## src/rtl/demux_parametrizable.sv

```systemverilog
// ----------------------------------------------------------------------------
// demux_parametrizable
//
// Registered demultiplexer / deserializer. Single words arriving on a
// valid/ready handshake are steered into one of `depth` lane registers,
// either by an explicit select (addressed mode) or by an auto-incrementing
// write pointer (sequential mode). When a frame is complete (every lane
// written, or a flush with at least one lane written) the whole lane array is
// presented in parallel on a frame-valid/frame-ready handshake.
//
// Ports
//   clk_i                clock, rising edge
//   rst_n_i              asynchronous active-low reset
//   demux_valid_i        input word valid
//   demux_ready_o        word accepted this cycle (high while filling)
//   demux_data_i         input word
//   demux_sel_i          target lane in addressed mode
//   demux_mode_i         0 = addressed, 1 = sequential (latched per frame)
//   demux_flush_i        close the current partial frame
//   demux_data_o         lane registers, unpacked [depth-1:0]
//   demux_wr_mask_o      bit n set = lane n written in the current frame
//   demux_frame_valid_o  frame complete, lanes stable
//   demux_frame_ready_i  consumer takes the frame
//
// state   | meaning
// --------+-------------------------------------------------------------
// ST_FILL | accepting words into lanes, ready high
// ST_FULL | frame presented, lanes/mask frozen until frame_ready
// ----------------------------------------------------------------------------
module demux_parametrizable #(
   parameter int depth = 16,
   parameter int bits  = 8
) (
   input  logic                     clk_i,
   input  logic                     rst_n_i,
   input  logic                     demux_valid_i,
   output logic                     demux_ready_o,
   input  logic [bits-1:0]          demux_data_i,
   input  logic [$clog2(depth)-1:0] demux_sel_i,
   input  logic                     demux_mode_i,
   input  logic                     demux_flush_i,
   output logic [bits-1:0]          demux_data_o [depth-1:0],
   output logic [depth-1:0]         demux_wr_mask_o,
   output logic                     demux_frame_valid_o,
   input  logic                     demux_frame_ready_i
);

   localparam int SW = $clog2(depth);

   localparam logic [0:0] ST_FILL = 1'b0;
   localparam logic [0:0] ST_FULL = 1'b1;

   logic [0:0]      state_q, state_d;
   logic [bits-1:0] lane_q [depth-1:0];
   logic [bits-1:0] lane_d [depth-1:0];
   logic [depth-1:0] mask_q, mask_d;
   logic [SW-1:0]   ptr_q, ptr_d;
   logic            mode_q, mode_d;

   logic            accept;
   logic            mode_eff;
   logic [SW-1:0]   lane_idx;
   logic [depth-1:0] lane_onehot;
   logic [depth-1:0] mask_upd;

   assign accept = demux_valid_i && (state_q == ST_FILL);

   // The mode only takes effect on the first word of a frame; after that the
   // latched copy steers the rest of the frame.
   assign mode_eff = (mask_q == '0) ? demux_mode_i : mode_q;
   assign lane_idx = mode_eff ? ptr_q : demux_sel_i;

   always_comb begin
      lane_onehot           = '0;
      lane_onehot[lane_idx] = 1'b1;
   end

   assign mask_upd = accept ? (mask_q | lane_onehot) : mask_q;

   always_comb begin
      state_d = state_q;
      lane_d  = lane_q;
      mask_d  = mask_q;
      ptr_d   = ptr_q;
      mode_d  = mode_q;
      case (state_q)
         ST_FILL: begin
            if (accept) begin
               lane_d[lane_idx] = demux_data_i;
               mask_d           = mask_upd;
               if (mask_q == '0) mode_d = demux_mode_i;
               if (mode_eff)     ptr_d  = ptr_q + 1'b1;
            end
            // A flush in the same cycle as an accept includes that word.
            if ((&mask_upd) || (demux_flush_i && (mask_upd != '0))) begin
               state_d = ST_FULL;
            end
         end
         ST_FULL: begin
            // Lane data is left stale on purpose; the mask qualifies it.
            if (demux_frame_ready_i) begin
               mask_d  = '0;
               ptr_d   = '0;
               state_d = ST_FILL;
            end
         end
         default: state_d = ST_FILL;
      endcase
   end

   always_ff @(posedge clk_i or negedge rst_n_i) begin
      if (!rst_n_i) begin
         state_q <= ST_FILL;
         mask_q  <= '0;
         ptr_q   <= '0;
         mode_q  <= 1'b0;
         for (int i = 0; i < depth; i++) begin
            lane_q[i] <= '0;
         end
      end else begin
         state_q <= state_d;
         mask_q  <= mask_d;
         ptr_q   <= ptr_d;
         mode_q  <= mode_d;
         for (int i = 0; i < depth; i++) begin
            lane_q[i] <= lane_d[i];
         end
      end
   end

   assign demux_ready_o       = (state_q == ST_FILL);
   assign demux_frame_valid_o = (state_q == ST_FULL);
   assign demux_wr_mask_o     = mask_q;
   assign demux_data_o        = lane_q;

endmodule

```

## config.mk

```make
export PLATFORM = sky130hd
export DESIGN_NAME = demux_parametrizable
export DESIGN_NICKNAME = d
export VERILOG_FILES = /design/src/rtl/demux_parametrizable.sv
export SDC_FILE = /design/constraint.sdc
export NUM_CORES = 1
export LEC_CHECK = 0
export ABC_AREA = 1
export CORE_ASPECT_RATIO = 0.8
export CORE_UTILIZATION = 25
export CTS_BUF_LIST = sky130_fd_sc_hd__clkbuf_8
export CTS_CLUSTER_DIAMETER = 200
export DETAILED_ROUTE_END_ITERATION = 12
export PLACE_DENSITY_LB_ADDON = 0.1
export REMOVE_ABC_BUFFERS = 1
export SLEW_MARGIN = 20
export SYNTH_ARGS = -nofsm -noshare
export SYNTH_HDL_FRONTEND = slang
export SYNTH_SLANG_ARGS = --single-unit
```

## constraint.sdc

```tcl
create_clock -name clk_i -period 2.8 [get_ports clk_i]
set_clock_uncertainty 0.1 [all_clocks]
set_input_delay 0.56 -clock clk_i [delete_from_list [all_inputs] [get_ports clk_i]]
set_output_delay 0.56 -clock clk_i [all_outputs]
set_load 0.05 [all_outputs]
```

## Word level (Yosys, flattened, before mapping)

Index checks and enable logic that the tools add are counted.

- Add/sub/neg operators: 1
- Order comparisons: 2
- Equal/unequal tests: 3
- Muxes and demuxes: 18
- Bitwise operators: 2
- Reduce and logical (&&, ||, !) cells: 10

Operator list:

| operator | count |
|---|---|
| $bwmux 128 | 1 |
| $mux 16 | 3 |
| $demux 8 s4 | 1 |
| $pmux 16 s2 | 1 |
| $logic_not 16->1 | 1 |
| $mux 4 | 4 |
| $or 16x16->16 | 1 |
| $reduce_and 16->1 | 1 |
| $reduce_bool 16->1 | 1 |
| $mux 8 | 1 |
| $pmux 4 s2 | 1 |
| $lt 4x5->1 const B | 1 |
| $add 4x1->4 const B | 1 |
| $demux 1 s4 | 1 |
| $ge 4x1->1 const B | 1 |
| $mux 1 | 4 |
| $ne 2x1->1 const B | 2 |
| $reduce_and 2->1 | 2 |
| $logic_and 1x1->1 | 3 |
| $reduce_and 3->1 | 1 |
| $ne 2x2->1 const B | 1 |
| $pmux 1 s2 | 1 |
| $logic_or 1x1->1 | 1 |
| $not 1->1 | 1 |

- Bits in registers: 150
- Input port bits: 18
- Output and inout bits: 146
- Word-level logic and storage cells: 56

## Longest topological paths before layout

- Depth after elaboration: 14
- Mapped depth: 18
- Gate-level depth less buffers: 18

## Least setup slack after synthesis

Ideal clock, no wire load.

- Path kind: register -> register
- Start: reg state_q (netlist: demux_frame_valid_o)
- End: reg state_q (netlist: demux_frame_valid_o)
- Setup time: 0.134 ns
- Data arrival time: 2.434 ns
- Required time: 2.566 ns
- Slack: 0.132 ns
- Cell stages (with the launch flop): 14
- Buffers on the path: 0
- Clock period less this slack: 2.668 ns
- Cells stage by stage: dfrtp_1 inv_1 nand2_1 clkinv_1 nand3_1 inv_2 nand2_4 nand2_1 nor2_1 nand2_1 nor2_1 nand2_1 nand2_1 a21oi_2

- Cells in the longest elaborated chain, start to end: 8
- Elaborated cells between the ends (all ways): 9
- Those cells by class: 3 x mux; 1 x bitwise; 5 x reduce/logical

Ends and longest elaborated chain:

| item | RTL line | RTL |
|---|---|---|
| from (decl) | 53 | `logic [0:0] state_q, state_d;` |
| from (signal assigned) | 121 | `state_q <= state_d;` |
| $not 1->1 (no line) (*) | n/a |  |
| net demux_ready_o | 37 | `output logic demux_ready_o,` |
| $logic_and 1x1->1 | 66 | `assign accept = demux_valid_i && (state_q == ST_FILL);` |
| $mux 16 | 78 | `assign mask_upd = accept ? (mask_q \| lane_onehot) : mask_q;` |
| $reduce_bool 16->1 | 95 | `if ((&mask_upd) \|\| (demux_flush_i && (mask_upd != '0))) begin` |
| $logic_and 1x1->1 | 95 |  |
| $logic_or 1x1->1 | 95 |  |
| $mux 1 | 95 |  |
| $pmux 1 s2 (*) | 86 | `case (state_q)` |
| net state_d | 53 |  |

The timed path passes the listed nets; every way through them passes the cells marked *.
A chain may end at the register's enable or synchronous reset.

## Worst setup path after layout

- Start: reg mask_q[7] (netlist: demux_wr_mask_o[7])
- End: reg state_q (netlist: demux_frame_valid_o)

- Cells in the longest elaborated chain, start to end: 14
- Elaborated cells between the ends (all ways): 16
- Those cells by class: 2 x order compare; 7 x mux; 1 x bitwise; 6 x reduce/logical

Ends and longest elaborated chain:

| item | RTL line | RTL |
|---|---|---|
| from (decl) | 56 | `logic [depth-1:0] mask_q, mask_d;` |
| from (signal assigned) | 122 | `mask_q <= mask_d;` |
| $logic_not 16->1 | 70 | `assign mode_eff = (mask_q == '0) ? demux_mode_i : mode_q;` |
| $mux 1 | 70 |  |
| $mux 4 | 71 | `assign lane_idx = mode_eff ? ptr_q : demux_sel_i;` |
| $lt 4x5->1 (not written as such) or $ge 4x1->1 (tied branches) | 75 | `lane_onehot[lane_idx] = 1'b1;` |
| $logic_and 1x1->1 (not written as such) | 75 |  |
| $mux 1 (not written as such) | 75 |  |
| $demux 1 s4 | 75 |  |
| $or 16x16->16 | 78 |  |
| $mux 16 (*) | 78 |  |
| $reduce_bool 16->1 | 95 |  |
| $logic_and 1x1->1 | 95 |  |
| $logic_or 1x1->1 (*) | 95 |  |
| $mux 1 (*) | 95 |  |
| $pmux 1 s2 (*) | 86 |  |
| net state_d | 53 |  |

Marked as above.

==> results.md <==
Layout:
- The synthesis-to-layout area growth is 41.4%.
- The number of nets in the finished design is 834.
- The finished layout holds 1139 standard cells, fillers aside.
- Leaving out fill and tap cells, the most frequent cells in the layout are nand2_1, clkdlybuf4s50_1, dfrtp_1.
- The number of diodes is 0.
- The ratio of cells with drive above 1 in the final layout is 12.0%.
- The utilization of the core after routing is 36.6%.
- Leaving out fill and tap cells, the most frequent cell in the layout is nand2_1.
- The cell area after layout is 8670 µm².

Detailed routing:
- The number of detailed-routing iterations run before antenna repair is 4.
- In this run the remaining antenna-violating nets after routing total 0.
- The number of DRC markers after the initial detailed-route iteration is 263.
- The total wire length after detailed routing is 19.1 mm.
- The wire length per cell after detailed routing is 16.8 µm.
- Using the TritonRoute via totals, the vias-per-cell ratio works out to 4.34.
- The routed layout has 4943 vias.
- In the routed design, unresolved DRC markers number 0.

Logic synthesis:
- The synthesized netlist devotes 21.7% of its cell area to simple gates.
- Yosys printed 0 warnings.
- Synthesis handed over a netlist of 636 instances.
- Synthesis inferred 150 register bits.
- After synthesis, the largest family of logic cells by area is simple AND/OR/NAND/NOR gates.
- The average size of a mapped cell is 9.65 µm².
- Of the synthesized area, sequential elements account for 61.2%.
- Of the total synthesized cell area, the portion taken by XOR and XNOR cells is 0%.
- The distinct cell type count of the synthesized netlist is 24.
- The mux contribution to synthesized area is 0%.
- The adder and majority gate portion of the synthesized area is 0.204%.
- The share of the synthesized area in compound gates (AO/OA/AOI/OAI) is 12.5%.
- Summing every instance area after synthesis gives 6140 µm².

STA:
- For the pin with the worst max-slew slack, the measured transition is 0.816 ns.
- The count of final max-slew check failures is 0.
- Headroom to the max-slew limit came out at 45.6%.
- The part of the cycle the worst path needs is 90.3%.
- The maximum operating frequency is 395 MHz.
- The hold violation total from the final report is 0.
- Setup violations remaining at the end of the flow were counted as 0.
- Setup total negative slack on the finished layout was measured at 0 ns.
- The final critical delay including setup and external delays is 2.53 ns.
- Setup repair after global routing left no endpoint under its margin.

Critical path:
- The startpoint class of the critical path is a flip-flop.
- STA puts the critical path data arrival time at 2.76 ns.
- The required arrival time at the worst endpoint is 3.03 ns.
- The type of the worst setup path is flip-flop to flip-flop.
- The largest driver fanout on the critical path is 9.
- The stage delay of the slowest cell on the critical path is 0.41 ns.
- Together, buffers and inverters on the worst path number 1.
- The most frequent cell on the critical path is nand2_1.
- The endpoint kind of the worst setup timing path is a flip-flop.
- The critical path goes through nor2_1 > nand2_1 > nor2_4 > nand3_4 > nand3_1 > nand2_2 > nand3_1 > inv_2 > nand2_4 > nand2_1 > nor2_1 > nand2_1 > nor2_1 > nand2_1 > nand2_1 > a21oi_2.
- The worst-case register-to-register setup slack is 0.27 ns.
- For this design, the slowest cell found on the critical path is dfrtp_1.
- The kind of cell adding the most delay to the critical path is simple AND/OR/NAND/NOR gates.

Global routing:
- The first global-routing pass estimated 29.9 mm of wire.
- The pin count of the biggest net entering global routing is 61.
- The total global routing track utilization is 15.9%.
- The overall overflow remaining after global route is 0.
- The number of antenna violations at the first check in global routing is 1.
- The number of global-route vias before repair is 4926.

CTS:
- The clock passes through at most 2 buffers.
- The later pin in the worst-skew pair is clocked with a latency of 0.44 ns.
- TritonCTS created 17 clock buffers.
- The tree is rooted in a clkbuf_8.
- Clock tree synthesis found a total of 150 sinks.
- In this run the number of H-tree levels came out at 4.
- TritonCTS built the clock tree.
- Clock-pin slew was measured on the worst setup and hold paths at 0.08 ns.

Place:
- The total cell area at the placement stage is 8240 µm².
- The final weighted congestion in routability-driven placement is 0.855.
- The count of buffers added on input and output ports is 163.
- The half-perimeter wire length after placement is 13.5 mm.
- After detailed placement, the design holds a cell count of 1107.

Die:
- For this design the top-level I/O count stands at 164.
- In this run the horizontal extent of the chip is 177 µm.
- The die covers 25200 µm².
- The die is 142 µm tall.
- The starting utilization of the core area is 25.9%.
- The area of the core is 23700 µm².
- The number of rows created at floorplan is 50.

Flow run:
- Max-cap violations in this run came to 0.

Worst hold path:
- The type of the worst min-delay path is flip-flop to flip-flop.

Run status:
- The flow ran to the end, and the final reports show no timing, DRC or antenna violations.
final timing paths:
path / from / endpoint / depth (start not counted)
max: demux_wr_mask_o[7] / demux_frame_valid_o / 16
min: demux_data_o[113] / demux_data_o[113] / 2
max reg2reg: demux_wr_mask_o[7] / demux_frame_valid_o / 16
min reg2reg: demux_data_o[113] / demux_data_o[113] / 2
max in group asynchronous: rst_n_i / demux_data_o[70] / 3
min in group asynchronous: rst_n_i / demux_data_o[74] / 2
sequential cells by signal, indices dropped and copies added, names as in the netlist:
register             cells
demux_wr_mask_o         16
demux_data_o           128
demux_frame_valid_o      1
ptr_q                    4
mode_q                   1
metal layers:
layer | global-route usage [%] | share of wire (%) | vias up
met5 | 0 | 0 | -
met3 | 5.37 | 8.1 | 13
li1 | - | - | 2402
met2 | 23.4 | 43 | 146
met4 | 3.81 | 0.80 | 0
met1 | 22.3 | 49 | 2382
tightest hold or removal path, delay by kind of cell, from the launching register on:
family	cells	cell delay, ns
flip-flops	1	0.35
AO/OA/AOI/OAI	1	0.06
AND/OR/NAND/NOR	1	0.05
cell usage after synthesis (all sizes together):
master | number | area (µm²)
a21oi | 13 | 68.8
clkbuf | 25 | 93.8
clkinv | 2 | 7.51
dfrtp | 150 | 3750
ha | 1 | 12.5
inv | 44 | 170
nand2 | 200 | 962
nand3 | 20 | 135
nand3b | 3 | 22.5
nor2 | 38 | 196
nor3 | 1 | 5.00
nor3b | 1 | 7.51
o21ai | 134 | 671
o21bai | 4 | 30.0
metrics by stage:
stage | setup slack (ns) | hold WS (ns)
2_1_floorplan | 0.0856 | 0.164
3_3_place_gp | 0.0546 | 0.366
3_5_place_dp | 0.0683 | 0.373
4_1_cts | 0.261 | 0.393
5_1_grt | 0.0427 | 0.408
6_report | 0.271 | 0.388
area by class of cell:
type,instances,area (µm²)
Multi-Input combinational cell,415,2110
Tap cell,312,390
Sequential cell,150,3750
Clock inverter,13,180
Clock buffer,18,248
Timing Repair Buffer,185,1810
Inverter,46,178
Fill cell,2363,15000
logic make-up after synthesis:
group | count (synthesis)
buffers and inverters | 71
AND/OR/NAND/NOR | 263
AO/OA/AOI/OAI | 151
adder cells (fa/ha/maj) | 1
flip-flops | 150
what timing repair did:
action | in CTS | in global routing
hold endpoints to repair | 6 | 0
hold buffers | 1 | 0
buffers inserted | 0 | 0
resized for setup | 0 | 0
Power is not shown: default switching activity piles up to over one toggle a cycle in this logic, so the estimate is an artifact.
